### config.mk
export PLATFORM = sky130hd
export DESIGN_NAME = cobs_multichannel_packetizer
export DESIGN_NICKNAME = d
export VERILOG_FILES = /design/src/rtl/cobs_multichannel_packetizer.sv
export SDC_FILE = /design/constraint.sdc
export NUM_CORES = 1
export LEC_CHECK = 0
export BUFFER_PORTS_ARGS = -buffer_cell sky130_fd_sc_hd__buf_2
export CAP_MARGIN = 20
export CORE_AREA = 2 2 119 75
export DETAILED_ROUTE_END_ITERATION = 8
export DIE_AREA = 0 0 121 77
export HOLD_SLACK_MARGIN = 0.02
export PLACE_DENSITY_LB_ADDON = 0.08
export SLEW_MARGIN = 10
export SYNTH_ARGS = -nofsm -noshare
export SYNTH_HDL_FRONTEND = slang
export SYNTH_SLANG_ARGS = --single-unit
### constraint.sdc
create_clock -name clk -period 5.5 [get_ports clk]
set_input_delay 0.55 -clock clk [delete_from_list [all_inputs] [get_ports clk]]
set_output_delay 0.55 -clock clk [all_outputs]
set_load 0.02 [all_outputs]
### src/rtl/cobs_multichannel_packetizer.sv
// cobs_multichannel_packetizer
//
// Purpose:
//   Collects one sample from each of NUM_CHANNELS AXI-Stream inputs. Once every
//   channel has delivered a sample, it emits the samples as one COBS-encoded
//   frame terminated by a 0x00 delimiter. Channel 0 goes first, and each sample
//   is sent MSB byte first. The next set of samples can be collected while the
//   current frame is being emitted.
//
// Optional feature:
//   `define COBS_PKT_SEQ_EN puts an 8-bit sequence byte in front of the samples.
//   The sequence byte is encoded together with the samples. The counter steps
//   once per emitted delimiter and wraps from 255 to 0.
//
// Ports:
//   clk         sole clock, rising edge
//   reset       synchronous, active-high
//   ch_tdata    NUM_CHANNELS samples, channel i at [i*SAMPLE_WIDTH +: SAMPLE_WIDTH]
//   ch_tvalid   per-channel valid
//   ch_tready   per-channel ready (high while that channel's capture slot is empty)
//   pkt_tdata   COBS-encoded output byte
//   pkt_tvalid  output valid
//   pkt_tready  downstream ready
//   pkt_tlast   high only on the 0x00 frame delimiter
module cobs_multichannel_packetizer #(
  parameter int NUM_CHANNELS = 2,
  parameter int SAMPLE_BYTES = 2
) (
  input  logic                                  clk,
  input  logic                                  reset,
  input  logic [NUM_CHANNELS*8*SAMPLE_BYTES-1:0] ch_tdata,
  input  logic [NUM_CHANNELS-1:0]               ch_tvalid,
  output logic [NUM_CHANNELS-1:0]               ch_tready,
  output logic [7:0]                            pkt_tdata,
  output logic                                  pkt_tvalid,
  input  logic                                  pkt_tready,
  output logic                                  pkt_tlast
);

  localparam int SAMPLE_WIDTH = 8 * SAMPLE_BYTES;
  localparam int DATA_BYTES   = NUM_CHANNELS * SAMPLE_BYTES;
`ifdef COBS_PKT_SEQ_EN
  localparam int SEQ_BYTES    = 1;
`else
  localparam int SEQ_BYTES    = 0;
`endif
  localparam int PAYLOAD_BYTES = DATA_BYTES + SEQ_BYTES;
  // The position register can reach PAYLOAD_BYTES. It also has to hold
  // PAYLOAD_BYTES+1, which is the value of pos+1 while pos sits at the end.
  localparam int POS_W = $clog2(PAYLOAD_BYTES + 2);

  // Reject parameter values that are out of range when the design elaborates.
  generate
    if (NUM_CHANNELS < 1 || NUM_CHANNELS > 8) begin : g_bad_num_channels
      $error("NUM_CHANNELS must be in 1..8");
    end
    if (SAMPLE_BYTES < 1 || SAMPLE_BYTES > 4) begin : g_bad_sample_bytes
      $error("SAMPLE_BYTES must be in 1..4");
    end
    if (DATA_BYTES + 1 > 253) begin : g_bad_payload
      $error("NUM_CHANNELS*SAMPLE_BYTES + 1 must not exceed 253");
    end
  endgenerate

  typedef enum logic [1:0] {
    IDLE,
    EMIT_CODE,
    EMIT_DATA,
    EMIT_DELIM
  } state_t;

  state_t                                     state_q, state_d;
  logic [POS_W-1:0]                           pos_q, pos_d, pos_p1;
  logic [NUM_CHANNELS-1:0]                    slot_full_q;
  logic [NUM_CHANNELS-1:0][SAMPLE_WIDTH-1:0]  slot_data_q;
  logic [PAYLOAD_BYTES*8-1:0]                 payload_d, payload_q;
  logic                                       load;
  logic [7:0]                                 run_len;
  logic [7:0]                                 cur_byte;
  logic                                       next_zero;
  logic                                       scan_stop;
  logic                                       at_end;
  logic                                       next_at_end;

  // ---------------------------------------------------------------------------
  // Capture slots
  // ---------------------------------------------------------------------------
  assign ch_tready = ~slot_full_q;

  // The payload is loaded only while the encoder is idle, so a full set of
  // slots simply waits until the current frame has been fully emitted.
  assign load = (&slot_full_q) && (state_q == IDLE);

  always_ff @(posedge clk) begin
    if (reset) begin
      slot_full_q <= '0;
      slot_data_q <= '0;
    end else begin
      for (int i = 0; i < NUM_CHANNELS; i++) begin
        if (load) begin
          slot_full_q[i] <= 1'b0;
        end else if (ch_tvalid[i] && !slot_full_q[i]) begin
          slot_full_q[i] <= 1'b1;
          slot_data_q[i] <= ch_tdata[i*SAMPLE_WIDTH +: SAMPLE_WIDTH];
        end
      end
    end
  end

  // ---------------------------------------------------------------------------
  // Payload assembly. Byte k of the payload sits at payload[k*8 +: 8] and is
  // sent k-th.
  // ---------------------------------------------------------------------------
  genvar gi, gb;
  generate
    for (gi = 0; gi < NUM_CHANNELS; gi++) begin : g_chan
      for (gb = 0; gb < SAMPLE_BYTES; gb++) begin : g_byte
        assign payload_d[(SEQ_BYTES + gi*SAMPLE_BYTES + gb)*8 +: 8] =
          slot_data_q[gi][(SAMPLE_BYTES-1-gb)*8 +: 8];
      end
    end
  endgenerate

`ifdef COBS_PKT_SEQ_EN
  logic [7:0] seq_q;

  assign payload_d[7:0] = seq_q;

  always_ff @(posedge clk) begin
    if (reset) begin
      seq_q <= 8'h00;
    end else if (state_q == EMIT_DELIM && pkt_tready) begin
      seq_q <= seq_q + 8'd1;
    end
  end
`endif

  always_ff @(posedge clk) begin
    if (reset) begin
      payload_q <= '0;
    end else if (load) begin
      payload_q <= payload_d;
    end
  end

  // ---------------------------------------------------------------------------
  // Block scan
  //   run_len   = number of non-zero bytes from pos_q up to the next zero byte
  //               or the end of the payload
  //   cur_byte  = payload byte at pos_q
  //   next_zero = the payload byte at pos_q+1 is 0x00
  // ---------------------------------------------------------------------------
  assign pos_p1      = pos_q + POS_W'(1);
  assign at_end      = (pos_q == POS_W'(PAYLOAD_BYTES));
  assign next_at_end = (pos_p1 == POS_W'(PAYLOAD_BYTES));

  always_comb begin
    scan_stop = 1'b0;
    run_len   = 8'd0;
    cur_byte  = 8'h00;
    next_zero = 1'b0;
    for (int k = 0; k < PAYLOAD_BYTES; k++) begin
      if (POS_W'(k) == pos_q) begin
        cur_byte = payload_q[k*8 +: 8];
      end
      if (POS_W'(k) == pos_p1) begin
        next_zero = (payload_q[k*8 +: 8] == 8'h00);
      end
      if ((POS_W'(k) >= pos_q) && !scan_stop) begin
        if (payload_q[k*8 +: 8] == 8'h00) begin
          scan_stop = 1'b1;
        end else begin
          run_len = run_len + 8'd1;
        end
      end
    end
  end

  // ---------------------------------------------------------------------------
  // Encoder FSM. The outputs depend only on registered state, so they hold
  // steady while the downstream side stalls.
  // ---------------------------------------------------------------------------
  always_ff @(posedge clk) begin
    if (reset) begin
      state_q <= IDLE;
      pos_q   <= '0;
    end else begin
      state_q <= state_d;
      pos_q   <= pos_d;
    end
  end

  always_comb begin
    state_d    = state_q;
    pos_d      = pos_q;
    pkt_tvalid = 1'b0;
    pkt_tdata  = 8'h00;
    pkt_tlast  = 1'b0;
    case (state_q)
      IDLE: begin
        if (load) begin
          state_d = EMIT_CODE;
          pos_d   = '0;
        end
      end
      EMIT_CODE: begin
        pkt_tvalid = 1'b1;
        pkt_tdata  = run_len + 8'd1;
        if (pkt_tready) begin
          if (run_len != 8'd0) begin
            state_d = EMIT_DATA;
          end else if (at_end) begin
            state_d = EMIT_DELIM;
          end else begin
            // The block is empty and pos_q points at a zero byte. Consume the
            // zero byte and start the next block.
            pos_d = pos_p1;
          end
        end
      end
      EMIT_DATA: begin
        pkt_tvalid = 1'b1;
        pkt_tdata  = cur_byte;
        if (pkt_tready) begin
          if (next_at_end) begin
            state_d = EMIT_DELIM;
          end else if (next_zero) begin
            // Step over the zero byte that ends this block.
            pos_d   = pos_q + POS_W'(2);
            state_d = EMIT_CODE;
          end else begin
            pos_d = pos_p1;
          end
        end
      end
      EMIT_DELIM: begin
        pkt_tvalid = 1'b1;
        pkt_tlast  = 1'b1;
        if (pkt_tready) begin
          state_d = IDLE;
        end
      end
      default: begin
        state_d = IDLE;
      end
    endcase
  end

endmodule

## Word level (Yosys, flattened, before mapping)

Index checks and enable logic that the tools add are counted.

- $lt $le $gt $ge: 4
- Add/subtract/negate cells: 6
- Multiplexer cells: 42
- Bitwise logic cells: 2
- Reduce and logical (&&, ||, !) cells: 27
- Eq/ne operators: 20

Operators with widths:

| cell | count |
|---|---|
| $mux W8 | 10 |
| $add A8 B1 Y8 const B | 4 |
| $logic_not A8 Y1 | 4 |
| $mux W3 | 7 |
| $mux W2 | 8 |
| $pmux W8 S2 | 1 |
| $mux W1 | 14 |
| $ne A2 B2 Y1 const B | 7 |
| $eq A2 B3 Y1 const A | 4 |
| $pmux W3 S3 | 1 |
| $pmux W2 S4 | 1 |
| $reduce_bool A8 Y1 | 1 |
| $reduce_and A7 Y1 | 1 |
| $eq A1 B3 Y1 const A | 2 |
| $eq A3 B3 Y1 const B | 2 |
| $ge A1 B3 Y1 const A | 2 |
| $ge A2 B3 Y1 const A | 2 |
| $logic_and A1 B1 Y1 | 6 |
| $logic_not A3 Y1 | 2 |
| $ne A3 B3 Y1 const B | 2 |
| $reduce_and A2 Y1 | 3 |
| $reduce_and A6 Y1 | 1 |
| $logic_not A1 Y1 | 5 |
| $eq A2 B2 Y1 const B | 2 |
| other kinds (9) | 9 |

- Bits in registers: 71
- Input port bits: 37
- Output and inout bits: 12

## Logic depth before layout (Yosys ltp)

Gate-level depths: netlist of the first run.

- Depth in word-level cells: 16
- Mapped depth: 20

## Worst setup path before layout of the first run

OpenSTA, ideal clock, no wires.

- Kind: register to output
- Start point: reg pos_q[0]
- End point: out pkt_tdata[2]
- Data required time: 4.950 ns
- Stages on the path, launching flop included: 18
- Setup slack: 1.354 ns
- Data arrival time: 3.596 ns
- Cell sequence: dfxtp_1 -> inv_1 -> ha_1 -> nor2b_2 -> nor2_1 -> a21oi_1 -> ha_1 -> nand2_1 -> o21ai_0 -> and2_1 -> ha_1 -> mux2_2 -> ha_1 -> mux2i_1 -> inv_1 -> ha_1 -> xor2_1 -> o22ai_1

- Longest elaborated chain between the ends: 13

RTL lines:

| item | line | RTL |
|---|---|---|
| start: declaration | 73 | `logic [POS_W-1:0] pos_q, pos_d, pos_p1;` |
| start signal: assignment | 189 | `pos_q <= pos_d;` |
| $ge A1 B3 Y1 | 169 | `if ((POS_W'(k) >= pos_q) && !scan_stop) begin` |
| $mux W1 | 169 |  |
| $add A8 B1 Y8 or $logic_not A1 Y1 (tied branches) | 173, 169 |  |
| $mux W8 or $logic_and A1 B1 Y1 (tied branches) | 170, 169 |  |
| $mux W8 or $mux W1 (tied branches) | 169 |  |
| $add A8 B1 Y8 or $logic_not A1 Y1 (tied branches) | 173, 169 |  |
| $mux W8 or $logic_and A1 B1 Y1 (tied branches) | 170, 169 |  |
| $mux W8 or $mux W1 (tied branches) | 169 |  |
| $add A8 B1 Y8 or $logic_not A1 Y1 (tied branches) | 173, 169 |  |
| $mux W8 or $logic_and A1 B1 Y1 (tied branches) | 170, 169 |  |
| $mux W8 | 169 |  |
| $add A8 B1 Y8 | 208 | `pkt_tdata = run_len + 8'd1;` |
| $pmux W8 S2 * | 199 | `case (state_q)` |
| end: declaration | 34 | `output logic [7:0] pkt_tdata,` |

Mark *: on every way between the ends. The rest lies on a longest branch, timed or not.

## Final worst setup path of the first run

- Start point: reg pos_q[2]
- End point: out pkt_tdata[2]

The elaborated chain is that of the path after synthesis.

==> summary.md, run 1 <==
| Metric | Value |
|---|---|
| Drt wl/cell | `14.5 um` |
| Max-slew violations | `0` |
| Fin. Hold Viols | `0` |
| Worst-Skew Late Latency | `0.34 ns` |
| Post-CTS sizing | `0` |
| Overall power | `~0.0013 W` |
| Syn-to-layout area delta | `15.5%` |
| Sequential share of the synthesized area | `roughly 37%` |
| CTS clk-pin slew, worst paths | `0.06 ns` |
| Synth area leaders | `dfxtp_1 (37%), nand2_1 (14%), a21oi_1 (10%)` |
| DIE WIDTH | `121 um` |
| Layout cell share with drive strength beyond 1 | `17.4%` |
| Hold path cells | `3` |
| Finished Core Util | `53.6%` |
| Largest net degree at the start of global routing | `75` |
| Initial DRC Count | `279` |
| Startpoint Class | `flop` |
| First-pass GRT wire length | `around 16 mm` |
| Max_slew headroom | `47.7%` |
| HP Class | `input port to flop` |
| Final setup viols | `0` |
| Synthesized area per cell | `7.75 um2` |
| Final instance area | `4410 um2` |
| Status | `finished clean` |
| Critical Path Fanout Max | `18` |
| Final Cycle Share | `roughly 92%` |
| Worst path required time | `4.95 ns` |
| CP Class | `flop to output port` |
| DIE AREA | `a little over 9000 um2` |
| Clock Tree Root | `clkbuf_16` |
| Deepest clock path buffer count | `2` |
| Worst Skew | `roughly 0.0045 ns` |
| Gr ovfl total | `0` |
| Leading area contributor after synthesis | `dfxtp_1` |
| Multi-input logic area | `between 2000 and 2500 um2` |
| Rows | `26` |
| Hold buffers post-CTS | `0` |
| Count of warnings emitted by yosys | `0` |
| Final worst slack | `0.413 ns` |
| Total CTS buffers | `9` |
| Synthesized net count | `547` |
| Post-synth ARST share | `0%` |
| Port bufs | `48` |
| Actual transition at the worst max-transition pin | `0.784 ns` |
| Antenna violations before repair | `0` |
| Tmin final | `between 5 and 6 ns` |
| Synth Cell Area | `roughly 3800 um2` |
| First drt pass iteration count | `4` |
| Vias per cell | `between 5 and 6` |
| CORE AREA | `roughly 8000 um2` |
| Antenna diodes | `0` |
| Worst IR drop on VDD | `197 uV` |
| RSZ-0062 raised after global routing | `no` |
| Dpl ws | `~0.85 ns` |
| Ys flop type | `dfxtp_1` |
| Post-route ant nets | `0` |
| Worst R2R Path Depth | `17` |
| Arr. time, crit path | `4.54 ns` |
| Vias | `3509` |
| Final TNS setup | `0 ns` |
| CTS H-tree depth | `3` |
| DP HPWL | `slightly below 7 mm` |
| Post-CTS setup buffers | `0` |
| Final WL | `9.40 mm` |
| Final nets | `585` |
| #FFs+latches synth | `71` |
| I/O pin count | `49` |
| Clock tree sinks | `71` |
| P per Cell Area | `295 nW/um2` |
| DRC viols | `0` |
| Cells after synthesis | `493` |
| LEAKAGE | `1.73 nW` |
| Post-DP Area | `4130 um2` |
| CTS tree | `yes` |
| Share of the synthesized area in the top cell type | `37.2%` |
| Die Y | `about 77 um` |
| Vias in the first global route | `3272` |
| Worst setup EP type | `output port` |
| Starting density of the core | `46.4%` |
| Flip-flop and latch area | `1420 um2` |
| Highest clock rate | `0.197 GHz` |
| Fill cell count | `between 800 and 900` |
| Gr usage total | `22.0%` |
| Maxcap violations | `0` |
| Post-synth EDFFs | `0` |
| GPL Wtd Cong | `just under 0.9` |
| Netlist cell types | `62` |
[cell usage after synthesis, drive strengths merged, types with 2 or more instances]
| library cell | number |
|---|---|
| a2111oi | 4 |
| a211o | 2 |
| a211oi | 10 |
| a21o | 4 |
| a21oi | 79 |
| a31o | 2 |
| a31oi | 2 |
| a32oi | 8 |
| and2 | 4 |
| buf | 6 |
| clkbuf | 22 |
| dfxtp | 71 |
| ha | 17 |
| inv | 21 |
| mux2 | 2 |
| mux2i | 2 |
| nand2 | 144 |
| nand2b | 4 |
| nand3 | 7 |
| nand4 | 3 |
| nor2 | 22 |
| nor2b | 6 |
| nor3 | 3 |
| nor4 | 10 |
| o211ai | 3 |
| o21ai | 5 |
| o22ai | 3 |
| o311ai | 2 |
| o41ai | 5 |
| or3 | 4 |
[logic make-up after synthesis]
logic type      after synthesis  share of synthesized area [%]
mux                           4                           1.21
fa+ha+maj                    17                           5.57
simple gates                211                           26.4
xor+xnor                      2                          0.655
flops                        71                           37.2
compound gates              139                           23.9
buf+inv                      49                           5.14
[critical path, stage by stage (launching register included)]
cell,delay (ns)
dfxtp_1,0.44
inv_1,0.17
ha_1,0.55
nor2b_4,0.28
nor2_1,0.05
a21oi_1,0.12
ha_1,0.27
nand2_1,0.06
o21ai_0,0.14
and2_1,0.24
ha_1,0.28
mux2_2,0.27
ha_1,0.29
mux2i_1,0.26
inv_1,0.09
ha_1,0.23
xor2_1,0.16
o22ai_1,0.11
buf_2,0.19
[registers in the layout, summed over array words and instances, names as in the netlist]
name / count
payload_d: 32
pos_q: 3
payload_q: 32
slot_full_q: 2
state_q: 2
[layer usage]
| layer | up-vias | GRT usage (%) | share of wire, % |
|---|---|---|---|
| met4 | 0 | 5.81 | 1.0 |
| met2 | 76 | 30.3 | 40 |
| met1 | 1612 | 33.1 | 53 |
| li1 | 1811 | - | - |
| met5 | - | 0 | 0 |
| met3 | 10 | 6.25 | 5.2 |
[layout make-up]
class	count	area share [%]
Multi-Input combinational cell	373	50.0
Sequential cell	71	32.2
Timing Repair Buffer	55	6.80
Clock buffer	11	5.27
Tap cell	112	3.18
Inverter	21	1.79
Clock inverter	5	0.766
[power breakdown]
group	switching, W	internal (W)	total, W
sequential	0.0000179	0.000539	0.000557
combinational	0.000141	0.0000817	0.000222
clock	0.000218	0.000305	0.000523
total	0.000377	0.000926	0.00130
[placed cells by master (no fill, tap or decap), types with 3 or more instances in the layout]
master and count:
nor4_2 5, nand2b_1 4, clkbuf_16 9, dfxtp_1 71, and2_1 4, o22ai_1 3, ha_1 17, nand2_1 144
o41ai_1 3, nand3_1 7, buf_2 48, buf_4 6, o21ai_0 5, inv_1 20, a211oi_1 10, a21oi_1 79
nand4_1 3, a21o_1 4, nor3_1 3, nor4_4 4, nor2_1 21, nor2b_1 4, o211ai_1 3, a32oi_1 7
[final timing paths]
path,start,end,slack (ns)
max,pos_q[2]$_SDFFE_PP0P_,pkt_tdata[2],0.41
min,ch_tdata[16],payload_d[24]$_SDFFE_PP0P_,0.44
min reg2reg,payload_d[8]$_SDFFE_PP0P_,payload_q[8]$_SDFFE_PP0P_,0.45
max reg2reg,pos_q[2]$_SDFFE_PP0P_,pos_q[1]$_SDFFE_PP0P_,0.93
[stage by stage]
stage                     instances  hold WS [ns]
final                           648         0.444
after global routing            648         0.452
after CTS                       646         0.432
after detailed placement        630         0.448
after global placement          629         0.445
after floorplan                 493         0.432
Note: power is estimated with default switching activity, not from simulation.
==> run 2: changes to the inputs <==
Settings changed: CORE_AREA 2 2 119 75 to 2 2 108 68, DIE_AREA 0 0 121 77 to 0 0 110 70.
==> run 2 against run 1 <==
Effect of this change: clock-buffer cell count decreased by 1; highest routed layer unchanged; largest power group unchanged; die area fell by 17%; fmax fell by 1.2%; via count rose by 1.8%; register-to-register slack got worse by 0.02 ns.
==> summary.md, run 2 (synthesis results as in run 1) <==
| Metric | Value |
|---|---|
| Worst R2R Path Depth | `17 (unchanged)` |
| Switching fraction of total power | `30.8% (was 28.9%)` |
| Worst setup EP type | `output port (unchanged)` |
| Antenna violations before repair | `0 (unchanged)` |
| GPL Wtd Cong | `0.880 (was 0.887)` |
| Final worst slack | `0.354 ns (was 0.413 ns)` |
| Initial DRC Count | `203 (was 279)` |
| First drt pass iteration count | `4 (unchanged)` |
| I/O pin count | `49 (unchanged)` |
| Max-slew violations | `0 (unchanged)` |
| Largest net degree at the start of global routing | `75 (unchanged)` |
| First-pass GRT wire length | `15.6 mm (was 16.3 mm)` |
| Post-route ant nets | `0 (unchanged)` |
| Post-CTS setup buffers | `0 (unchanged)` |
| Net Switching | `0.000352 W (was 0.000377 W)` |
| P_int | `0.000792 W (was 0.000926 W)` |
| CP Class | `flop to output port (unchanged)` |
| Maxcap violations | `0 (unchanged)` |
| DIE AREA | `7700 um2 (was 9320 um2)` |
| Met1 Routed Length | `4.55 mm (was 5.02 mm)` |
| Final Cycle Share | `93.6% (was 92.5%)` |
| Worst Skew | `0.0119 ns (was 0.00454 ns)` |
| RSZ-0062 raised after global routing | `no (unchanged)` |
| Arr. time, crit path | `4.60 ns (was 4.54 ns)` |
| Highest clock rate | `0.194 GHz (was 0.197 GHz)` |
| HP Class | `input port to flop (unchanged)` |
| Antenna diodes | `0 (unchanged)` |
| Tmin final | `5.15 ns (was 5.09 ns)` |
| Met2 WL post-DR | `3.76 mm (was 3.80 mm)` |
| Vias per cell | `5.72 (was 5.42)` |
| Critical Path Fanout Max | `18 (unchanged)` |
| Clock Tree Root | `clkbuf_8 (was clkbuf_16)` |
| Vias in the first global route | `3290 (was 3272)` |
| Final TNS setup | `0 ns (unchanged)` |
| Layout cell share with drive strength beyond 1 | `17.4% (about the same)` |
| Final WL | `9.12 mm (was 9.40 mm)` |
| Sequential power share | `48.6% (was 42.7%)` |
| LEAKAGE | `1.68 nW (was 1.73 nW)` |
| Commonest non-fill, non-tap cell in the layout | `nand2_1 (unchanged)` |
| DIE WIDTH | `110 um (was 121 um)` |
| Logic pwr share | `19.1% (was 17.1%)` |
| Dpl ws | `0.820 ns (was 0.848 ns)` |
| Die Y | `70 um (was 77 um)` |
| Gr usage total | `26.0% (was 22.0%)` |
| Most frequent cells in the layout | `nand2_1 (144), a21oi_1 (79), dfxtp_1 (71) (unchanged)` |
| Clock power frac | `32.3% (was 40.2%)` |
| Fill cell count | `630 (was 822)` |
| WHS | `0.426 ns (was 0.444 ns)` |
| Worst-Skew Late Latency | `0.36 ns (was 0.34 ns)` |
| FF-to-FF setup slack | `0.91 ns (was 0.93 ns)` |
| Worst path required time | `4.95 ns (about the same)` |
| Final setup viols | `0 (unchanged)` |
| Deepest clock path buffer count | `2 (unchanged)` |
| Total CTS buffers | `9 (unchanged)` |
| Port bufs | `48 (unchanged)` |
| CTS clk-pin slew, worst paths | `0.08 ns (was 0.06 ns)` |
| Rows | `24 (was 26)` |
| DP HPWL | `6.68 mm (was 6.80 mm)` |
| Hold path cells | `3 (unchanged)` |
| Post-CTS sizing | `0 (unchanged)` |
| DRC viols | `0 (unchanged)` |
| Vias | `3572 (was 3509)` |
| Clock tree sinks | `71 (unchanged)` |
| CTS tree | `yes (unchanged)` |
| Actual transition at the worst max-transition pin | `0.948 ns (was 0.784 ns)` |
| Met3 wire length | `642 um (was 486 um)` |
| CORE AREA | `6880 um2 (was 8230 um2)` |
| Hold buffers post-CTS | `0 (unchanged)` |
| Max_slew headroom | `36.7% (was 47.7%)` |
| Top layer reached by signal wires | `met4 (unchanged)` |
| Status | `finished clean (unchanged)` |
| Fin. Hold Viols | `0 (unchanged)` |
| Final nets | `584 (was 585)` |
| Startpoint Class | `flop (unchanged)` |
| Syn-to-layout area delta | `12.1% (was 15.5%)` |
| CTS H-tree depth | `3 (unchanged)` |
| Gr ovfl total | `0 (unchanged)` |
| Starting density of the core | `55.6% (was 46.4%)` |
| Worst IR drop on VDD | `145 uV (was 197 uV)` |
| Drt wl/cell | `14.6 um (was 14.5 um)` |
| P per Cell Area | `267 nW/um2 (was 295 nW/um2)` |
## run 2: cell count changes in the layout (fill, tap and decap cells not counted)
| cell | before | now |
|---|---|---|
| clkbuf_8 | 0 | 10 |
| clkbuf_16 | 9 | 0 |
| clkbuf_1 | 2 | 0 |
| buf_4 | 6 | 5 |
## run 2: per-layer routing
metal  track usage (%)  up-vias
met3              6.82       20
li1                  -     1794
met4              9.00        0
met2              36.5      124
met1              38.1     1634
met5                 0        -
## run 2: cell type report
type,instances,area [um2],area share (%)
clock buffer,10,138,3.21
clock inverter,5,33.8,0.789
tap,91,114,2.66
sequential,71,1420,33.2
timing repair buffer,54,293,6.83
inverter,21,78.8,1.84
multi-input combinational,373,2210,51.5
## run 2: power groups by stage
stage                     clock network [W]  registers [W]  logic (W)
after global routing               0.000399       0.000559   0.000244
after detailed placement                  0       0.000568   0.000212
final                              0.000369       0.000556   0.000218
after floorplan                           0       0.000563   0.000159
after CTS                          0.000379       0.000556   0.000213
after global placement                    0       0.000567   0.000209
## run 2: path summary, 6_finish.rpt
check | start | to
min | ch_tdata[23] | payload_d[31]$_SDFFE_PP0P_
max | pos_q[2]$_SDFFE_PP0P_ | pkt_tdata[2]
min reg2reg | payload_d[5]$_SDFFE_PP0P_ | payload_q[5]$_SDFFE_PP0P_
max reg2reg | pos_q[2]$_SDFFE_PP0P_ | pos_q[0]$_SDFFE_PP0P_
## run 2: critical path: stages (launching register included)
cell and delay (ns):
dfxtp_1 0.44, inv_1 0.16, ha_1 0.55, nor2b_4 0.29
nor2_1 0.06, a21oi_1 0.12, ha_1 0.27, nand2_1 0.06
o21ai_0 0.13, and2_1 0.23, ha_1 0.27, mux2_2 0.26
ha_1 0.29, mux2i_1 0.28, inv_1 0.08, ha_1 0.24
xor2_1 0.17, o22ai_1 0.13, buf_2 0.19
## run 2: metrics by stage
stage               std cells  utilization, %  total power, W  cell area [um2]
finish                    625            62.3         0.00114             4280
floorplan                 493               -        0.000722             3820
CTS                       623            62.0         0.00115             4260
global placement          608            59.5        0.000776             4090
global route              625            62.3         0.00120             4280
detailed placement        608            59.5        0.000780             4090
